$ cat config.mk
export PLATFORM = sky130hd
export DESIGN_NAME = alu_sequencer
export DESIGN_NICKNAME = d
export VERILOG_FILES = /design/src/rtl/alu_sequencer.sv
export SDC_FILE = /design/constraint.sdc
export NUM_CORES = 1
export LEC_CHECK = 0
export BUFFER_PORTS_ARGS = -buffer_cell sky130_fd_sc_hd__buf_4
export CAP_MARGIN = 20
export CORE_MARGIN = 2
export CORE_UTILIZATION = 45
export CTS_BUF_LIST = sky130_fd_sc_hd__clkbuf_8
export CTS_CLUSTER_SIZE = 10
export DETAILED_ROUTE_END_ITERATION = 16
export GPL_TIMING_DRIVEN = 0
export PLACE_DENSITY = 0.8
export SYNTH_ARGS = -nofsm -noshare
export SYNTH_HDL_FRONTEND = slang
export SYNTH_SLANG_ARGS = --single-unit
$ cat constraint.sdc
create_clock -name clk -period 2.5 [get_ports clk]
set_input_delay 0.5 -clock clk [delete_from_list [all_inputs] [get_ports clk]]
set_output_delay 0.5 -clock clk [all_outputs]
set_load 0.01 [all_outputs]
$ cat src/rtl/alu_sequencer.sv
// alu_sequencer: issues one operation at a time to an external combinational
// ALU. Single-cycle ops complete straight from EXEC. Mul and div first wait a
// fixed number of cycles. The result is held until the consumer takes it.
module alu_sequencer #(
  parameter int unsigned MUL_CYCLES = 4,  // execute cycles for mul (1..15)
  parameter int unsigned DIV_CYCLES = 8   // execute cycles for div (1..15)
) (
  input  logic        clk,
  input  logic        nRst,
  input  logic        req_valid,
  output logic        req_ready,
  input  logic [3:0]  req_op,
  input  logic [31:0] req_a,
  input  logic [31:0] req_b,
  output logic [31:0] alu_a,
  output logic [31:0] alu_b,
  output logic [3:0]  alu_control,
  input  logic [31:0] alu_c0,
  input  logic [31:0] alu_c1,
  output logic        rsp_valid,
  input  logic        rsp_ready,
  output logic [31:0] rsp_lo,
  output logic [31:0] rsp_hi,
  output logic        rsp_zero,
  output logic        rsp_err
);

  typedef enum logic [1:0] {IDLE, EXEC, WAIT, DONE} state_t;

  localparam logic [3:0] OP_DIV = 4'd9;
  localparam logic [3:0] OP_MUL = 4'd10;

  // The counter starts at N-1 and the response is latched on the cycle it reads 0.
  localparam logic [3:0] MUL_LOAD = 4'(MUL_CYCLES - 1);
  localparam logic [3:0] DIV_LOAD = 4'(DIV_CYCLES - 1);

  state_t      state;
  logic [3:0]  cnt;
  logic [3:0]  op;
  logic [31:0] a;
  logic [31:0] b;

  // The ALU sees the captured operands. They stay constant until the next accept.
  assign alu_a       = a;
  assign alu_b       = b;
  assign alu_control = op;

  // Handshake flags are plain decodes of the state register.
  assign req_ready = (state == IDLE);
  assign rsp_valid = (state == DONE);
  assign rsp_zero  = (rsp_lo == 32'd0);

  // Sequencer FSM: capture the request, execute or wait, then hold the response.
  // NOTE: state registers use non-blocking (<=) so every flop samples pre-edge values.
  always_ff @(posedge clk or negedge nRst) begin
    if (!nRst) begin
      state   <= IDLE;
      cnt     <= 4'd0;
      op      <= 4'd0;
      a       <= 32'd0;
      b       <= 32'd0;
      rsp_lo  <= 32'd0;
      rsp_hi  <= 32'd0;
      rsp_err <= 1'b0;
    end else begin
      case (state)
        IDLE: begin
          if (req_valid) begin
            op    <= req_op;
            a     <= req_a;
            b     <= req_b;
            state <= EXEC;
          end
        end

        EXEC: begin
          case (op)
            4'd0, 4'd1, 4'd2, 4'd3, 4'd4, 4'd5, 4'd6, 4'd7, 4'd8, 4'd11, 4'd12: begin
              rsp_lo  <= alu_c0;
              rsp_hi  <= 32'd0;
              rsp_err <= 1'b0;
              state   <= DONE;
            end
            OP_MUL: begin
              cnt   <= MUL_LOAD;
              state <= WAIT;
            end
            OP_DIV: begin
              if (b == 32'd0) begin
                rsp_lo  <= 32'd0;
                rsp_hi  <= 32'd0;
                rsp_err <= 1'b1;
                state   <= DONE;
              end else begin
                cnt   <= DIV_LOAD;
                state <= WAIT;
              end
            end
            default: begin
              // Codes 13-15 are not ALU operations.
              rsp_lo  <= 32'd0;
              rsp_hi  <= 32'd0;
              rsp_err <= 1'b1;
              state   <= DONE;
            end
          endcase
        end

        WAIT: begin
          if (cnt == 4'd0) begin
            rsp_lo  <= alu_c0;
            rsp_hi  <= alu_c1;
            rsp_err <= 1'b0;
            state   <= DONE;
          end else begin
            cnt <= cnt - 4'd1;
          end
        end

        DONE: begin
          if (rsp_ready) begin
            state <= IDLE;
          end
        end

        default: state <= IDLE;
      endcase
    end
  end

endmodule

==> results of run 1 <==
==> cells in the mapped netlist, types with 2 or more instances <==
cell type    n
and2_1       2
nor4_1      16
o21ai_0      3
mux2i_1     65
clkbuf_1     7
inv_1       73
buf_1        5
a32oi_1      2
mux2_2      68
nor2_1       3
nand4_1      5
a211oi_1     2
ha_1         5
nand2_1     70
dfrtp_1    139
buf_6        5
buf_2        3
==> power groups by stage <==
stage | Sequential [mW] | Combinational [mW] | Clock, mW
finish | 3.98 | 5.33 | 1.66
global route | 4.10 | 5.74 | 1.82
CTS | 3.97 | 5.40 | 1.71
detailed placement | 4.00 | 5.38 | 0
global placement | 3.93 | 5.18 | 0
floorplan | 4.30 | 2.63 | 0
==> worst max-delay path: stages, from the launching register on <==
cell and delay, ns:
dfrtp_1 0.40, nor4_1 0.45, nand4_1 0.15, nor2_1 0.16, buf_4 0.14
==> per-stage QoR <==
step | cells | utilization | area, sq um | worst slack [ns] | hold WS, ns
3_3_place_gp | 938 | 0.628 | 8220 | 0.224 | 0.490
3_5_place_dp | 939 | 0.630 | 8250 | 0.135 | 0.495
5_1_grt | 971 | 0.659 | 8620 | 0.0594 | 0.0226
6_report | 971 | 0.659 | 8620 | 0.257 | 0.0193
2_1_floorplan | 491 | - | 5960 | 0.607 | 0.204
4_1_cts | 971 | 0.658 | 8610 | 0.0861 | 0.00531
==> metal layers <==
metal / share of wire / up-vias / GRT usage / wire [um]
met5: 0 / - / 0 / 0
met4: 0.027 / 0 / 0.0938 / 418
met3: 0.082 / 37 / 0.0862 / 1260
met2: 0.52 / 196 / 0.379 / 7960
met1: 0.37 / 2329 / 0.239 / 5680
li1: - / 2210 / - / -
==> path summary, 6_finish.rpt <==
check	startpoint	end	slack, ns	depth (start not counted)
worst max-delay path	rsp_lo[16]$_DFFE_PN0P_	rsp_zero	0.26	4
worst max register to register	state[0]$_DFFE_PN0P_	rsp_err$_DFFE_PN0P_	0.28	9
min in group clk	req_a[11]	alu_a[11]$_DFFE_PN0P_	0.29	2
worst min-delay path	nRst	alu_a[0]$_DFFE_PN0P_	0.02	1
max in group asynchronous	nRst	rsp_hi[29]$_DFFE_PN0P_	1.70	2
worst min register to register	alu_a[10]$_DFFE_PN0P_	alu_a[10]$_DFFE_PN0P_	0.51	1
==> cells by family (layout without fill, tap and decap cells) <==
group | count (synthesis) | after routing | synth area share
adder cells (fa/ha/maj) | 5 | 5 | 0.0105
AND/OR/NAND/NOR | 104 | 104 | 0.0806
multiplexers | 133 | 133 | 0.238
AO/OA/AOI/OAI | 16 | 16 | 0.0212
buffers and inverters | 94 | 398 | 0.0667
flip-flops | 139 | 139 | 0.583
==> what timing repair did <==
action	4_1_cts	5_1_grt
setup endpoints to repair	0	18
resized for setup	0	6
hold buffers	0	0
==> cell type report <==
type | instances | area (sq um) | area share
clock inverter | 13 | 104 | 0.0121
inverter | 73 | 274 | 0.0318
tap | 176 | 220 | 0.0256
multi-input combinational | 258 | 2090 | 0.242
clock buffer | 19 | 262 | 0.0303
buffer | 21 | 128 | 0.0148
sequential | 139 | 3480 | 0.404
timing repair buffer | 272 | 2070 | 0.240
==> registers in the layout, summed over array words and instances, names as in the netlist <==
| name | count |
|---|---|
| alu_a | 32 |
| rsp_err | 1 |
| cnt | 4 |
| alu_control | 4 |
| alu_b | 32 |
| state | 2 |
| rsp_lo | 32 |
| rsp_hi | 32 |
==> placed cells by master, fill, tap and decap left out, types with 2 or more instances in the layout <==
cell type	instances
nor2_1	3
nand2_1	70
dfrtp_1	139
nand4_1	5
clkinvlp_4	2
clkbuf_1	4
mux2i_1	65
inv_1	75
mux2_2	68
a211oi_1	2
clkinv_4	3
buf_4	271
buf_6	6
buf_2	3
o21ai_0	3
clkbuf_2	3
clkbuf_8	19
buf_1	5
ha_1	5
nor4_1	16
and2_1	2
a32oi_1	2
clkinv_2	5
==> flow_metrics.tcl, run 1 <==
set metrics [dict create \
    status "complete, no violations" \
    drive_above_1_share 0.484 \
    clockBufferDepth 2 \
    ir_drop_mv 0.743 \
    diodes 0 \
    cts_setup_buffers 0 \
    drtIter0Drc 242 \
    powerDensity_nw_per_um2 1270 \
    fin_crit_sh 0.897 \
    first_pass_iters 4 \
    max_freq_mhz 446 \
    synth_warnings 0 \
    fillers 1022 \
    cts_root_buf "clkbuf_8" \
    cts_tree "done" \
    synthArstFlopShare 1.00 \
    antenna_left 0 \
    worstSetupPathType "register to primary output" \
    syn-cell-area_sq_um 5960 \
    clock_latency_ns 0.44 \
    post-route-min-period_ns 2.24 \
    cts_buffers 17 \
    synth_seq_area_share 0.583 \
    slew_violations 0 \
    die_area_sq_um 14200 \
    synth_seq_cells 139 \
    fin_skew_ns 0.00838 \
    portBuffers 271 \
    hold_viol_final 0 \
    setup_viol 0 \
    grt_pass1_vias 5109 \
    antenna_found_initial 0 \
    synth_edf_count 0 \
    ios 272 \
    synth_top_area_frac 0.583 \
    clock_power_share 0.151 \
    start_kind "register" \
    avgSynthCellArea_sq_um 12.1 \
    fin_nets 923 \
    cts.sinks 139 \
    rows 42 \
    p_leak_nw 4.59 \
    vias_per_cell 4.91 \
    wl_per_cell_um 15.8 \
    worst_slew_pin_slew_ns 0.662 \
    syn_inst 491 \
    die_w_um 119 \
    p_int_mw 6.90 \
    power_mw 11.0 \
    critical_path_required_ns 2.00 \
    netSwitchingPower_mw 4.08 \
    arrival_ns 1.74 \
    yosysUniqueCellTypes 35 \
    start_util 0.456 \
    track_usage 0.219 \
    grt_max_degree 84 \
    p_seq_frac 0.363 \
    yosysTopAreaCell "dfrtp_1" \
    sw_frac_of_total 0.372 \
    ctsHtreeMaxLevel 4 \
    core_region_area_sq_um 13100 \
    gr-total-overflow 0 \
    areaGrowthSynthToFinish_pct 44.5 \
    dp_hpwl_mm 11.7 \
    hp-class "input port to async pin" \
    gp_congestion 0.782 \
    wl_mm 15.3 \
    pwr-share-comb 0.486 \
    routed-via-count 4772 \
    grt_pass1_wl_mm 24.4 \
    maxCapViolCount 0 \
    clk_pin_slew_ns 0.07 \
    critPathCaptureType "primary output" \
    rsz0062_at_grt "false" \
    syn-num-nets 632 \
    relSlewSlack 0.558 \
    drc 0 \
    setup_tns_ns 0 \
    die_h_um 119 \
    ys.flop_type "dfrtp_1" \
    yosys-top-cells-area "dfrtp_1 (58%), mux2_2 (13%), mux2i_1 (11%), inv_1 (4.6%), nand2_1 (4.4%)" \
    cp_max_fo 3 \
]
(Power assumes the default switching activity.)
==> run 2, diff against run 1 <==
--- a/config.mk
+++ b/config.mk
@@ -6,7 +6,7 @@
 export NUM_CORES = 1
 export LEC_CHECK = 0
 export BUFFER_PORTS_ARGS = -buffer_cell sky130_fd_sc_hd__buf_4
-export CAP_MARGIN = 20
+export CAP_MARGIN = 5
 export CORE_MARGIN = 2
 export CORE_UTILIZATION = 45
 export CTS_BUF_LIST = sky130_fd_sc_hd__clkbuf_8
==> constraint.sdc (replaced) <==
create_clock -name clk -period 2.8 [get_ports clk]
set_input_delay 0.56 -clock clk [delete_from_list [all_inputs] [get_ports clk]]
set_output_delay 0.56 -clock clk [all_outputs]
set_load 0.01 [all_outputs]
==> run 2 against run 1 <==
Critical path depth up 4. Clock skew about the same. Worst setup slack better by 0.24 ns. Die area unchanged. Count of clock-buffer cells in the layout unchanged.
==> flow_metrics.tcl, run 2 (same netlist as run 1, synthesis figures left out) <==
set metrics [dict create \
    status "complete, no violations" \
    start_util 0.456 \
    final_cell_mix "buf_4 (271), dfrtp_1 (139), inv_1 (75)" \
    critPathCaptureType "register" \
    crit_chain "inv_1 > ha_1 > clkbuf_1 > inv_1 > o2111ai_1 > clkbuf_1 > nand2_1 > mux2i_1" \
    die_area_sq_um 14200 \
    place_area_sq_um 8250 \
    clockBufferDepth 2 \
    cts.sinks 139 \
    ir_drop_mv 0.666 \
    worstSetupPathType "register to register" \
    ctsHtreeMaxLevel 4 \
    netSwitchingPower_mw 3.64 \
    core_region_area_sq_um 13100 \
    p_leak_nw 4.58 \
    drtIter0Drc 255 \
    fin_nets 923 \
    critical_path_required_ns 3.16 \
    drc 0 \
    start_kind "register" \
    cpMaxStageDelayCell "clkbuf_1" \
    die_w_um 119 \
    die_h_um 119 \
    grt_pass1_wl_mm 24.4 \
    wl_mm 15.3 \
    vias_per_cell 4.90 \
    gr-total-overflow 0 \
    relSlewSlack 0.560 \
    p_int_mw 6.15 \
    arrival_ns 2.66 \
    p_seq_frac 0.363 \
    fin_skew_ns 0.00797 \
    cts_setup_buffers 0 \
    hold_buffers 0 \
    finalInstanceArea_sq_um 8610 \
    cts_tree "done" \
    cts_root_buf "clkbuf_8" \
    clk_pin_slew_ns 0.07 \
    preCtsSetupSlack_ns 0.435 \
    clock_power_share 0.151 \
    areaGrowthSynthToFinish_pct 44.5 \
    layout_commonest_cell "buf_4" \
    sw_frac_of_total 0.372 \
    track_usage 0.219 \
    first_pass_iters 4 \
    grt_max_degree 84 \
    setup_tns_ns 0 \
    fin_crit_sh 0.823 \
    dp.cells 939 \
    cp_max_fo 10 \
    wl_per_cell_um 15.8 \
    reg2reg_from "state[0]$_DFFE_PN0P_" \
    routed-via-count 4759 \
    antenna_left 0 \
    drive_above_1_share 0.481 \
    maxCapViolCount 0 \
    rsz0062_at_grt "false" \
    diodes 0 \
    grt_pass1_vias 5109 \
    powerDensity_nw_per_um2 1140 \
    hold_viol_final 0 \
    pwr-share-comb 0.486 \
    post_cts_resized 0 \
    slew_violations 0 \
    setup_viol 0 \
    crit_family "buffers and inverters" \
    power_mw 9.79 \
    cp_num_buf_inv 4 \
    dp_hpwl_mm 11.7 \
    rows 42 \
    hp-class "input port to async pin" \
    max_stage_delay_ns 0.44 \
    antenna_found_initial 0 \
    setup_slack_ns 0.494 \
    ios 272 \
    post-route-min-period_ns 2.31 \
    cts_buffers 17 \
    gp_congestion 0.782 \
    final_cells 971 \
    max_freq_mhz 434 \
    portBuffers 271 \
    clock_latency_ns 0.44 \
    worst_slew_pin_slew_ns 0.660 \
    crit_start "state[0]$_DFFE_PN0P_" \
]
==> run 2: changes by cell type in the layout (fill, tap and decap cells not counted) <==
cell	delta
clkbuf_1	+3
clkbuf_2	-3
==> run 2: final cells by class <==
cell class                 instances  area, sq um
sequential                       139         3480
multi-input combinational        258         2090
buffer                            21          124
clock buffer                      19          262
timing repair buffer             272         2070
inverter                          73          274
clock inverter                    13          104
fill                            1022         4470
tap                              176          220
==> run 2: power by group through the flow <==
stage | sequential, mW | clock (mW) | combinational [mW]
4_1_cts | 3.55 | 1.53 | 4.82
5_1_grt | 3.66 | 1.63 | 5.12
2_1_floorplan | 3.84 | 0 | 2.35
6_report | 3.55 | 1.48 | 4.75
3_5_place_dp | 3.57 | 0 | 4.80
3_3_place_gp | 3.51 | 0 | 4.62
==> run 2: routing by layer <==
| metal | track usage | part of all wire |
|---|---|---|
| met5 | 0 | 0 |
| met4 | 0.0938 | 0.027 |
| met3 | 0.0862 | 0.082 |
| met2 | 0.379 | 0.52 |
| met1 | 0.239 | 0.37 |
==> run 2: path summary, 6_finish.rpt <==
path | to | depth (start not counted) | slack (ns)
setup / recovery | rsp_lo[12]$_DFFE_PN0P_ | 8 | 0.49
max in group asynchronous | rsp_hi[29]$_DFFE_PN0P_ | 2 | 1.94
min in group clk | alu_a[11]$_DFFE_PN0P_ | 2 | 0.35
setup reg to reg | rsp_lo[12]$_DFFE_PN0P_ | 8 | 0.49
hold / removal | alu_a[0]$_DFFE_PN0P_ | 1 | 0.08
hold reg to reg | alu_a[10]$_DFFE_PN0P_ | 1 | 0.51
==> run 2: stage by stage <==
stage / util / hold WS [ns]
global placement: 0.628 / 0.490
floorplan: - / 0.264
global route: 0.658 / 0.0826
CTS: 0.658 / 0.0653
detailed placement: 0.630 / 0.495
finish: 0.658 / 0.0803
